File: config.mk
export PLATFORM = sky130hd
export DESIGN_NAME = uart_tx8
export DESIGN_NICKNAME = d
export VERILOG_FILES = /design/src/rtl/uart_tx8.sv
export SDC_FILE = /design/constraint.sdc
export NUM_CORES = 1
export LEC_CHECK = 0
export CAP_MARGIN = 20
export CORE_MARGIN = 3
export CORE_UTILIZATION = 51
export CTS_CLUSTER_SIZE = 10
export DETAILED_ROUTE_END_ITERATION = 6
export GPL_TIMING_DRIVEN = 1
export PLACE_DENSITY = 0.74
export SYNTH_ARGS = -nofsm -noshare
export SYNTH_HDL_FRONTEND = slang
export SYNTH_SLANG_ARGS = --single-unit
File: constraint.sdc
create_clock -name clock_in -period 2.53 [get_ports clock_in]
set_clock_uncertainty 0.15 [all_clocks]
set_input_delay 0.253 -clock clock_in [delete_from_list [all_inputs] [get_ports clock_in]]
set_output_delay 0.253 -clock clock_in [all_outputs]
set_load 0.01 [all_outputs]
File: src/rtl/uart_tx8.sv
// 8N1 UART transmitter that pops bytes from a registered-output FIFO and shifts them out LSB first.
// Define UART_TX8_PARITY_EN to insert an even-parity bit between the data bits and the stop bit.
module uart_tx8 #(
  parameter int unsigned CLKS_PER_BIT = 16
) (
  input  logic       clock_in,
  input  logic       reset_in,
  input  logic       enable_in,
  input  logic       fifo_readable_in,
  output logic       fifo_read_out,
  input  logic [7:0] fifo_rdata_in,
  output logic       tx_out,
  output logic       busy_out
);

  localparam logic [2:0]  S_IDLE   = 3'd0;
  localparam logic [2:0]  S_READ   = 3'd1;
  localparam logic [2:0]  S_FETCH  = 3'd2;
  localparam logic [2:0]  S_START  = 3'd3;
  localparam logic [2:0]  S_DATA   = 3'd4;
`ifdef UART_TX8_PARITY_EN
  localparam logic [2:0]  S_PARITY = 3'd5;
`endif
  localparam logic [2:0]  S_STOP   = 3'd6;
  localparam logic [15:0] LAST_CNT = 16'(CLKS_PER_BIT - 1);

  logic [2:0]  state_q, state_d;
  logic [15:0] cnt_q, cnt_d;
  logic [2:0]  idx_q, idx_d;
  logic [7:0]  shift_q, shift_d;
  logic        tx_q, tx_d;
  logic        rd_q, rd_d;
  logic        busy_q, busy_d;
  logic        bit_end_s;
`ifdef UART_TX8_PARITY_EN
  logic        parity_q, parity_d;

  function automatic logic even_parity(input logic [7:0] data);
    return ^data;
  endfunction
`endif

  assign bit_end_s = (cnt_q == LAST_CNT);

  // Next-state, counter and shift-register logic.
  always_comb begin
    state_d  = state_q;
    cnt_d    = cnt_q;
    idx_d    = idx_q;
    shift_d  = shift_q;
`ifdef UART_TX8_PARITY_EN
    parity_d = parity_q;
`endif
    case (state_q)
      S_IDLE: begin
        if (enable_in && fifo_readable_in) begin
          state_d = S_READ;
        end else begin
          state_d = S_IDLE;
        end
      end
      S_READ: begin
        state_d = S_FETCH;
      end
      S_FETCH: begin
        shift_d  = fifo_rdata_in;
        cnt_d    = 16'd0;
        idx_d    = 3'd0;
`ifdef UART_TX8_PARITY_EN
        parity_d = even_parity(fifo_rdata_in);
`endif
        state_d  = S_START;
      end
      S_START: begin
        if (bit_end_s) begin
          cnt_d   = 16'd0;
          state_d = S_DATA;
        end else begin
          cnt_d   = cnt_q + 16'd1;
        end
      end
      S_DATA: begin
        if (bit_end_s) begin
          cnt_d   = 16'd0;
          shift_d = {1'b0, shift_q[7:1]};
          idx_d   = idx_q + 3'd1;
          if (idx_q == 3'd7) begin
`ifdef UART_TX8_PARITY_EN
            state_d = S_PARITY;
`else
            state_d = S_STOP;
`endif
          end else begin
            state_d = S_DATA;
          end
        end else begin
          cnt_d = cnt_q + 16'd1;
        end
      end
`ifdef UART_TX8_PARITY_EN
      S_PARITY: begin
        if (bit_end_s) begin
          cnt_d   = 16'd0;
          state_d = S_STOP;
        end else begin
          cnt_d   = cnt_q + 16'd1;
        end
      end
`endif
      S_STOP: begin
        if (bit_end_s) begin
          cnt_d   = 16'd0;
          state_d = S_IDLE;
        end else begin
          cnt_d   = cnt_q + 16'd1;
        end
      end
      default: begin
        state_d = S_IDLE;
      end
    endcase
  end

  // Outputs are decoded from the next state so the registered pins line up with the state register.
  always_comb begin
    case (state_d)
      S_START:  tx_d = 1'b0;
      S_DATA:   tx_d = shift_d[0];
`ifdef UART_TX8_PARITY_EN
      S_PARITY: tx_d = parity_d;
`endif
      default:  tx_d = 1'b1;
    endcase
    rd_d   = (state_d == S_READ);
    // Busy also covers the first IDLE cycle, so it drops only after the line has settled high.
    busy_d = (state_d != S_IDLE) || (state_q != S_IDLE);
  end

  // State and output registers.
  always_ff @(posedge clock_in or posedge reset_in) begin
    if (reset_in) begin
      state_q  <= S_IDLE;
      cnt_q    <= 16'd0;
      idx_q    <= 3'd0;
      shift_q  <= 8'd0;
      tx_q     <= 1'b1;
      rd_q     <= 1'b0;
      busy_q   <= 1'b0;
`ifdef UART_TX8_PARITY_EN
      parity_q <= 1'b0;
`endif
    end else begin
      state_q  <= state_d;
      cnt_q    <= cnt_d;
      idx_q    <= idx_d;
      shift_q  <= shift_d;
      tx_q     <= tx_d;
      rd_q     <= rd_d;
      busy_q   <= busy_d;
`ifdef UART_TX8_PARITY_EN
      parity_q <= parity_d;
`endif
    end
  end

  assign fifo_read_out = rd_q;
  assign tx_out        = tx_q;
  assign busy_out      = busy_q;

endmodule

* Word level (Yosys, flattened, before mapping) *
Index checks and enable logic that the tools add are counted.

cells by class
  shift-type cells = 0
  mux-type cells = 13
  $add $sub $neg = 2
  divide/modulo/power cells = 0
  multiply operators = 0
  magnitude comparators = 0
  bitwise logic cells = 0
  reduce and logical (&&, ||, !) cells = 9
  equality and inequality tests = 11

operators by type and width
  kind                     count
  $pmux W16 S2             1
  $pmux W3 S6              1
  $add A16 B1 Y16 const B  1
  $eq A16 B4 Y1 const B    1
  $mux W16                 1
  $pmux W8 S2              1
  $eq A3 B3 Y1 const B     4
  $mux W3                  4
  $eq A3 B2 Y1 const B     3
  $mux W8                  1
  $eq A3 B1 Y1 const B     2
  $pmux W3 S2              1
  $reduce_bool A3 Y1       2
  $reduce_bool A2 Y1       2
  $add A3 B1 Y3 const B    1
  $logic_not A3 Y1         1
  $reduce_or A3 Y1         1
  $mux W2                  1
  $ne A2 B2 Y1 const B     1
  $pmux W1 S2              1
  $reduce_and A2 Y1        1
  $logic_and A1 B1 Y1      1
  $logic_or A1 B1 Y1       1
  $mux W1                  1

word-level totals
  memories kept = 0
  bits in registers = 33
  input bits = 12
  word-level logic and storage cells = 43
  ROM bits = 0
  output and inout port bits = 3
  latch bits = 0
  bits in writable memories = 0

* Depth between registers and ports, before layout *
Gate-level depths: netlist (run 1).

  word-level depth = 6
  mapped depth = 7
  depth with buffers taken out = 7

* Least setup slack after synthesis (run 1) *
Ideal clock, no wire load.

  kind = reg-to-reg
  start = reg cnt_q[13]
  end = reg cnt_q[3]
  data arrival time = 2.074 ns
  setup time = 0.126 ns
  slack = 0.180 ns
  clock period less this slack = 2.350 ns
  required time = 2.254 ns
  cell stages (with the launch flop) = 6
  path through = dfrtp_1 > or4_4 > nor4_4 > nor2_1 > maj3_2 > a221o_1

on the way
  longest elaborated chain between the ends = 3

ends and longest elaborated chain
  what                    line         source
  from (decl)             28           logic [15:0] cnt_q, cnt_d;
  from (signal assigned)  154          cnt_q <= cnt_d;
  $eq A16 B4 Y1           43           assign bit_end_s = (cnt_q == LAST_CNT);
  $mux W16                75, 83, 111
  $pmux W16 S2            54           case (state_q)

No other way between the ends.
A chain may end at the register's enable or synchronous reset.

* Final worst setup path (run 1) *
  start = reg cnt_q[13]
  end = reg cnt_q[6]

Same word-level chain as after synthesis.

==> results of run 1 <==
==> critical path, stage by stage (launching register included) <==
cell and delay (ns):
dfrtp_1 0.43, or4_4 0.58, or4_4 0.60, nand2b_1 0.23
o22ai_1 0.12, a32o_1 0.21
==> final cells by class <==
type	count	area, um2	share of cell area (%)
clock inverter	1	5.00	0.245
tap	44	55.1	2.69
timing repair buffer	24	215	10.5
inverter	7	26.3	1.29
multi-input combinational	139	871	42.6
sequential	33	827	40.5
clock buffer	7	45.0	2.20
==> how the worst max path moves through the flow <==
stage                to  slack [ns]  depth (start not counted)
4_1_cts        cnt_q[6]        0.12                          5
2_1_floorplan  cnt_q[3]        0.18                          5
6_report       cnt_q[6]        0.11                          5
3_5_place_dp   cnt_q[6]        0.12                          5
3_3_place_gp   cnt_q[6]        0.18                          5
5_1_grt        cnt_q[6]        0.03                          5
==> report_power, final <==
group / switching (mW) / internal, mW / leakage [nW]
registers: 0.00315 / 0.534 / 0.408
logic: 0.0174 / 0.0245 / 0.446
clock network: 0.178 / 0.108 / 0.0293
total: 0.198 / 0.667 / 0.883
==> kinds of logic (layout without fill, tap and decap cells) <==
group           count (synthesis)  in the layout
simple gates                   79             79
compound gates                 49             49
flops                          33             33
buf+inv                        14             39
fa+ha+maj                       4              4
xor+xnor                        4              4
mux                             3              3
==> flip-flops by register name, indices dropped and copies added (netlist names) <==
name and count:
fifo_read_out 1, state_q 3, tx_out 1, shift_q 8, idx_q 3, busy_out 1
cnt_q 16
==> layer usage <==
metal / wire [um] / GRT usage, %
met1: 1760 / 27.7
met4: 54 / 7.39
met3: 143 / 5.55
met5: 0 / 0
met2: 1740 / 32.1
==> cell usage in the layout (no fill, tap or decap), types with 2 or more instances in the layout <==
master           Yosys  routed
nor3_1               4       4
nand2b_1             3       3
buf_4                2      10
nor2b_1              3       3
or3_1                4       4
clkbuf_1             4       2
dfrtp_1             32      32
or4_4                2       2
inv_1                7       7
nand2_1             26      26
o22ai_1              4       4
a22o_1               8       8
nand3_1              8       8
nor4_1               3       3
clkbuf_4             0       5
a21o_1               7       7
and3_1               3       3
or4_1                2       2
mux2i_1              2       2
a21oi_1              9       9
nand4_1              4       4
nor2_1               9       9
clkdlybuf4s50_1      0      14
xnor2_1              3       3
ha_1                 3       3
o21ai_0             15      15
==> through the flow <==
| stage | setup WS, ns | instance area [um2] |
|---|---|---|
| final | 0.114 | 2040 |
| after global routing | 0.0252 | 2040 |
| after CTS | 0.124 | 2040 |
| after detailed placement | 0.124 | 1990 |
| after global placement | 0.179 | 1990 |
| after floorplan | 0.180 | 1760 |
==> flow_metrics.env, run 1 <==
export IMPL_status="finished clean"
export IMPL_irDropWorstVdd_mv=0.278
export IMPL_clockBufferDepth=2
export IMPL_ios=15
export IMPL_wire_per_inst_um=14.5
export IMPL_gr_total_overflow=0
export IMPL_hpwl_um=2600
export IMPL_netlist_area_mm2=0.00176
export IMPL_ys_seq_elements=33
export IMPL_cts_made_buffers=5
export IMPL_synth_seq_area_share_pct=47.0
export IMPL_synth_edf_count=0
export IMPL_dp_cells=247
export IMPL_synth_compound_area_share_pct=18.4
export IMPL_die_area_mm2=0.00419
export IMPL_grt_pass1_wl_um=6770
export IMPL_setup_worst_path_end_class="register"
export IMPL_initial_utilization_pct=55.3
export IMPL_cts_max_level=2
export IMPL_via_per_inst=5.84
export IMPL_fmax_ghz=0.414
export IMPL_drive_gt1_share_pct=12.8
export IMPL_rr_worst_depth=5
export IMPL_grt_pass1_vias=1502
export IMPL_fin_hold_ws_ns=0.146
export IMPL_nNetsFinal=225
export IMPL_postCtsHoldBufs=0
export IMPL_clock_sinks=33
export IMPL_yosysWarnings=0
export IMPL_critPathKind="register to register"
export IMPL_r2r_end="cnt_q[6]"
export IMPL_syn_instance_count=186
export IMPL_num_rows=20
export IMPL_areaGrowthSynthToFinish_pct=16.3
export IMPL_yosysUniqueCellTypes=43
export IMPL_synthArstFlopShare_pct=100
export IMPL_power_uw=865
export IMPL_hold_path_class="input pin to async pin"
export IMPL_post_cts_setup_buffers=0
export IMPL_drcViolationCount=0
export IMPL_via_count=1489
export IMPL_yosys_area_top_type="dfrtp_1"
export IMPL_slew_limit_headroom_pct=54.1
export IMPL_coreArea_mm2=0.00318
export IMPL_worstMarginPinSlew_ns=0.687
export IMPL_setup_viol=0
export IMPL_layout_cells_non_filler=255
export IMPL_yosysTopAreaCellShare_pct=45.6
export IMPL_synthMuxAreaShare_pct=1.78
export IMPL_fp_dieW_um=64.7
export IMPL_final_core_util_pct=64.3
export IMPL_critPathArrivalTime_ns=2.50
export IMPL_fillers=275
export IMPL_cts_tree="built"
export IMPL_cp_start_kind="register"
export IMPL_synth_nets=201
export IMPL_synth_area_leaders="dfrtp_1 46%, nand2_1 5.6%, o21ai_0 4.3%"
export IMPL_cts_resized=0
export IMPL_routabilityCongestion=0.899
export IMPL_port_buffers=14
export IMPL_antenna_cells=0
export IMPL_grt_max_degree=34
export IMPL_crit_start="cnt_q[13]"
export IMPL_die_h_um=64.7
export IMPL_avgSynthCellArea_um2=9.45
export IMPL_power_static_leakage_nw=0.883
export IMPL_synth_simple_area_share_pct=24.6
export IMPL_synthAdderAreaFrac_pct=2.78
export IMPL_slew_viol_final=0
export IMPL_reg2reg_from="cnt_q[13]"
export IMPL_synth_xor_xnor_area_share_pct=1.99
export IMPL_dr_pass1_iters=4
export IMPL_cts_root_buf="clkbuf_4"
export IMPL_synth_top_flop_cell="dfrtp_1"
export IMPL_tns_ns=0
export IMPL_synth_top_family_by_area="simple AND/OR/NAND/NOR gates"
export IMPL_rsz0062_at_grt="no"
export IMPL_antenna_found_initial=0
export IMPL_drt_wl_total_um=3700
export IMPL_cp_max_fo=6
export IMPL_reg2reg_slack_ns=0.11
export IMPL_finalHoldViolCount=0
export IMPL_finalCriticalPeriod_ns=2.42
export IMPL_drtAntennaViolNets=0
export IMPL_clk_pin_slew_ns=0.10
export IMPL_worstPathRequired_ns=2.62
export IMPL_detail_route_iter0_violations=132
export IMPL_grt_total_usage_pct=20.6
export IMPL_yosysMostFrequentCell="dfrtp_1"
export IMPL_max_cap_viol_count=0
export IMPL_insertion_delay_ns=0.34
export IMPL_fin_crit_sh_pct=95.5
export IMPL_p_per_area_mw_per_mm2=423
export IMPL_yosys_top_cells_count="32 x dfrtp_1, 26 x nand2_1, 15 x o21ai_0"
(Power assumes the default switching activity.)
==> run 2: changes to the inputs <==
Settings changed: MAX_ROUTING_LAYER from default to met4.
==> run 2 against run 1 <==
Effect of this change:
- setup slack lost 0.0018 ns
- utilization did not move
- die area unchanged
- register-to-register slack barely moved
- critical endpoint unchanged
- highest routed layer unchanged
- via count shrank 0.20%
- largest cell class unchanged
- non-clock buffer count did not move
==> flow_metrics.env, run 2 (synthesized netlist as in run 1, its figures left out) <==
export IMPL_status="finished clean"
export IMPL_clk_pin_slew_ns=0.10
export IMPL_dp_slack_ns=0.124
export IMPL_critPathArrivalTime_ns=2.50
export IMPL_fin_crit_sh_pct=95.6
export IMPL_initial_utilization_pct=55.3
export IMPL_combPwrFrac_pct=4.8
export IMPL_finalCriticalPeriod_ns=2.42
export IMPL_areaGrowthSynthToFinish_pct=16.3
export IMPL_final_common_cell="dfrtp_1"
export IMPL_irDropWorstVdd_mv=0.278
export IMPL_via_count=1486
export IMPL_nNetsFinal=225
export IMPL_clockBufferDepth=2
export IMPL_pwr_share_clk_pct=33.0
export IMPL_cts_resized=0
export IMPL_antenna_cells=0
export IMPL_rr_worst_depth=5
export IMPL_reg2reg_slack_ns=0.11
export IMPL_antenna_found_initial=0
export IMPL_fillers=275
export IMPL_power_uw=864
export IMPL_critPathTopFamily="simple AND/OR/NAND/NOR gates"
export IMPL_die_area_mm2=0.00419
export IMPL_max_cap_viol_count=0
export IMPL_drtAntennaViolNets=0
export IMPL_layout_cells_non_filler=255
export IMPL_hold_path_class="input pin to async pin"
export IMPL_grt_pass1_vias=1501
export IMPL_cts_made_buffers=5
export IMPL_r2r_end="cnt_q[6]"
export IMPL_dp_cells=247
export IMPL_power_static_leakage_nw=0.883
export IMPL_fin_hold_ws_ns=0.147
export IMPL_switching_power_uw=198
export IMPL_dpl_instance_area_mm2=0.00199
export IMPL_num_rows=20
export IMPL_fmax_ghz=0.414
export IMPL_largest_register="cnt_q"
export IMPL_tns_ns=0
export IMPL_p_int_uw=667
export IMPL_cts_tree="built"
export IMPL_cpPeakStageDelay_ns=0.60
export IMPL_clock_sinks=33
export IMPL_insertion_delay_ns=0.33
export IMPL_worstPathRequired_ns=2.62
export IMPL_post_cts_setup_buffers=0
export IMPL_grt_pass1_wl_um=6760
export IMPL_final_core_util_pct=64.3
export IMPL_critPathKind="register to register"
export IMPL_drt_wl_total_um=3700
export IMPL_grt_total_usage_pct=21.2
export IMPL_sw_frac_of_total_pct=22.9
export IMPL_power_frac_seq_pct=62.1
export IMPL_slew_limit_headroom_pct=53.4
export IMPL_cp_slowest_cell="or4_4"
export IMPL_largest_register_ffs=16
export IMPL_cp_max_fo=6
export IMPL_detail_route_iter0_violations=160
export IMPL_setup_viol=0
export IMPL_postCtsHoldBufs=0
export IMPL_worstMarginPinSlew_ns=0.696
export IMPL_setup_worst_path_end_class="register"
export IMPL_slew_viol_final=0
export IMPL_hpwl_um=2600
export IMPL_critPathMostFrequentCell="or4_4"
export IMPL_ios=15
export IMPL_reg2reg_from="cnt_q[13]"
export IMPL_finalHoldViolCount=0
export IMPL_coreArea_mm2=0.00318
export IMPL_via_per_inst=5.83
export IMPL_cts_max_level=2
export IMPL_final_cell_mix="32 x dfrtp_1, 26 x nand2_1, 15 x o21ai_0"
export IMPL_grt_max_degree=34
export IMPL_gr_total_overflow=0
export IMPL_drive_gt1_share_pct=12.8
export IMPL_largest_registers="cnt_q: 16 flops, shift_q: 8 flops"
export IMPL_port_buffers=14
export IMPL_final_setup_worst_slack_ns=0.112
export IMPL_dr_pass1_iters=4
export IMPL_cts_root_buf="clkbuf_4"
export IMPL_p_per_area_mw_per_mm2=423
export IMPL_path_cells="or4_4, or4_4, nand2b_1, o22ai_1, a32o_1"
export IMPL_rsz0062_at_grt="no"
export IMPL_wire_per_inst_um=14.5
export IMPL_fp_dieW_um=64.7
export IMPL_design_area_mm2=0.00204
export IMPL_drcViolationCount=0
export IMPL_routabilityCongestion=0.914
export IMPL_cp_start_kind="register"
export IMPL_cp_num_buf_inv=0
export IMPL_die_h_um=64.7
[run 2: cell counts in the layout (fill, tap and decap cells not counted)]
No cell type changed its count.
[run 2: worst reg2reg max path: cells and delay by family (launching register included)]
kind | cells | cell delay [ns]
AOI/OAI and AO/OA | 2 | 0.33
and+or+nand+nor | 3 | 1.41
DFF | 1 | 0.43
[run 2: power groups by stage]
stage	registers [mW]	clock network (mW)	logic, mW
after floorplan	0.547	0	0.0181
after global placement	0.547	0	0.0420
after detailed placement	0.548	0	0.0425
after CTS	0.537	0.296	0.0428
after global routing	0.538	0.325	0.0467
final	0.537	0.285	0.0418
[run 2: area by class of cell]
| cell class | instances | area [um2] | area share [%] |
|---|---|---|---|
| sequential | 33 | 827 | 40.5 |
| multi-input combinational | 139 | 871 | 42.6 |
| inverter | 7 | 26.3 | 1.29 |
| timing repair buffer | 24 | 215 | 10.5 |
| clock buffer | 7 | 45.0 | 2.20 |
| tap | 44 | 55.1 | 2.69 |
| clock inverter | 1 | 5.00 | 0.245 |
[run 2: how the worst max path moves through the flow]
stage / start / endpoint / cells past startpoint
2_1_floorplan: cnt_q[13] / cnt_q[3] / 5
3_3_place_gp: cnt_q[13] / cnt_q[6] / 5
3_5_place_dp: cnt_q[13] / cnt_q[6] / 5
4_1_cts: cnt_q[13] / cnt_q[6] / 5
5_1_grt: cnt_q[12] / cnt_q[6] / 5
6_report: cnt_q[13] / cnt_q[6] / 5
[run 2: layer usage]
metal / track usage, % / vias to the layer above / part of all wire (%)
met2: 32.1 / 22 / 47
met1: 27.7 / 731 / 48
met5: - / - / 0
met4: 7.39 / 0 / 1.4
li1: - / 726 / -
met3: 5.55 / 7 / 3.3
==> run 3: changes to the inputs <==
Settings changed: CORE_UTILIZATION 51 to 48, GPL_TIMING_DRIVEN 1 to 0, PLACE_DENSITY 0.74 to 0.71.
==> run 3 against run 2 <==
Effect of this change:
- power grew 27%
- flip-flop and latch count stayed put
- utilization is 2.4 points lower
- via count up 0.27%
- maximum frequency fell by 1.7%
- combinational power grew 11%
- non-clock buffer count is 1 higher
- routed wire length grew 2.4%
- global-route usage down 1.4 points
- largest cell class unchanged
==> flow_metrics.env, run 3 (synthesized netlist as in run 1, its figures left out) <==
export IMPL_status="finished clean"
export IMPL_cp_max_fo=7
export IMPL_drive_gt1_share_pct=12.3
export IMPL_port_buffers=14
export IMPL_reg2reg_from="cnt_q[6]"
export IMPL_gr_total_overflow=0
export IMPL_power_frac_seq_pct=49.0
export IMPL_p_per_area_mw_per_mm2=515
export IMPL_ios=15
export IMPL_pwr_share_clk_pct=46.7
export IMPL_largest_register_ffs=16
export IMPL_nNetsFinal=226
export IMPL_max_cap_viol_count=0
export IMPL_finalCriticalPeriod_ns=2.46
export IMPL_clockBufferDepth=2
export IMPL_final_cell_mix="31 x dfrtp_1, 26 x nand2_1, 15 x o21ai_0"
export IMPL_slew_limit_headroom_pct=53.3
export IMPL_largest_register="cnt_q"
export IMPL_final_core_util_pct=61.9
export IMPL_crit_start="cnt_q[6]"
export IMPL_fmax_ghz=0.407
export IMPL_insertion_delay_ns=0.29
export IMPL_grt_max_degree=19
export IMPL_die_area_mm2=0.00442
export IMPL_cts_root_buf="clkbuf_8"
export IMPL_layout_cells_non_filler=258
export IMPL_power_static_leakage_nw=0.902
export IMPL_via_count=1490
export IMPL_cts_made_buffers=5
export IMPL_fin_hold_ws_ns=0.222
export IMPL_design_area_mm2=0.00213
export IMPL_sw_frac_of_total_pct=19.4
export IMPL_worstPathRequired_ns=2.56
export IMPL_drt_wl_total_um=3790
export IMPL_dr_pass1_iters=4
export IMPL_antenna_cells=0
export IMPL_hpwl_um=2630
export IMPL_p_int_uw=883
export IMPL_slew_viol_final=0
export IMPL_initial_utilization_pct=51.1
export IMPL_via_per_inst=5.78
export IMPL_dp_slack_ns=0.00418
export IMPL_areaGrowthSynthToFinish_pct=21.2
export IMPL_cp_start_kind="register"
export IMPL_detail_route_iter0_violations=122
export IMPL_final_setup_worst_slack_ns=0.0701
export IMPL_drcViolationCount=0
export IMPL_largest_registers="cnt_q: 16 flops, shift_q: 8 flops"
export IMPL_drtAntennaViolNets=0
export IMPL_fin_crit_sh_pct=97.2
export IMPL_switching_power_uw=213
export IMPL_hold_path_class="input pin to async pin"
export IMPL_grt_total_usage_pct=19.8
export IMPL_critPathArrivalTime_ns=2.49
export IMPL_critPathKind="register to register"
export IMPL_dp_cells=247
export IMPL_setup_viol=0
export IMPL_num_rows=21
export IMPL_clk_pin_slew_ns=0.07
export IMPL_postCtsHoldBufs=0
export IMPL_worstMarginPinSlew_ns=0.700
export IMPL_setup_worst_path_end_class="register"
export IMPL_antenna_found_initial=0
export IMPL_wire_per_inst_um=14.7
export IMPL_rsz0062_at_grt="yes"
export IMPL_final_common_cell="dfrtp_1"
export IMPL_cts_max_level=2
export IMPL_combPwrFrac_pct=4.2
export IMPL_clock_sinks=33
export IMPL_fp_dieW_um=66.5
export IMPL_irDropWorstVdd_mv=0.361
export IMPL_grt_pass1_vias=1412
export IMPL_coreArea_mm2=0.00344
export IMPL_routabilityCongestion=0.885
export IMPL_cts_tree="built"
export IMPL_dpl_instance_area_mm2=0.00198
export IMPL_grt_pass1_wl_um=6470
export IMPL_die_h_um=66.5
export IMPL_finalHoldViolCount=0
-- run 3: cell type report --
class | instances | area [um2]
fill | 299 | 1310
multi-input combinational | 139 | 875
sequential | 33 | 828
timing repair buffer | 18 | 190
clock buffer | 7 | 86.3
tap | 46 | 57.6
buffer | 7 | 37.5
clock inverter | 1 | 30.0
inverter | 7 | 26.3
-- run 3: what timing repair did --
action,4_1_cts,5_1_grt
setup endpoints to repair,0,7
resized for setup,0,3
setup buffers,0,2
-- run 3: layer usage --
layer	wire length, um	global-route usage (%)
met1	1710	25.5
met4	66	8.88
met2	1820	29.1
met3	195	5.56
met5	0	-
-- run 3: power by group through the flow --
| stage | registers [mW] | logic [mW] | clock network, mW |
|---|---|---|---|
| after floorplan | 0.547 | 0.0181 | 0 |
| after global placement | 0.547 | 0.0410 | 0 |
| after detailed placement | 0.548 | 0.0474 | 0 |
| after CTS | 0.537 | 0.0474 | 0.525 |
| after global routing | 0.538 | 0.0515 | 0.557 |
| final | 0.538 | 0.0465 | 0.512 |
-- run 3: per-stage QoR --
| step | TNS (ns) | total power, mW |
|---|---|---|
| 2_1_floorplan | 0 | 0.565 |
| 3_3_place_gp | 0 | 0.588 |
| 3_5_place_dp | 0 | 0.595 |
| 4_1_cts | 0 | 1.11 |
| 5_1_grt | -0.299 | 1.15 |
| 6_report | 0 | 1.10 |
-- run 3: worst max-delay path, stage by stage (launching register included) --
cell and delay (ns):
dfrtp_1 0.45, or4_4 0.57, nor4_4 0.43, nor2_1 0.10, maj3_2 0.31, a221o_1 0.33
-- run 3: final timing paths --
path                         endpoint  cells after the start  slack (ns)
min                        shift_q[0]                      2        0.22
max in group asynchronous   cnt_q[13]                      3        1.46
max                          cnt_q[3]                      5        0.07
max reg2reg                  cnt_q[3]                      5        0.07
min in group clock_in      shift_q[5]                      1        0.33
min reg2reg                shift_q[5]                      1        0.33
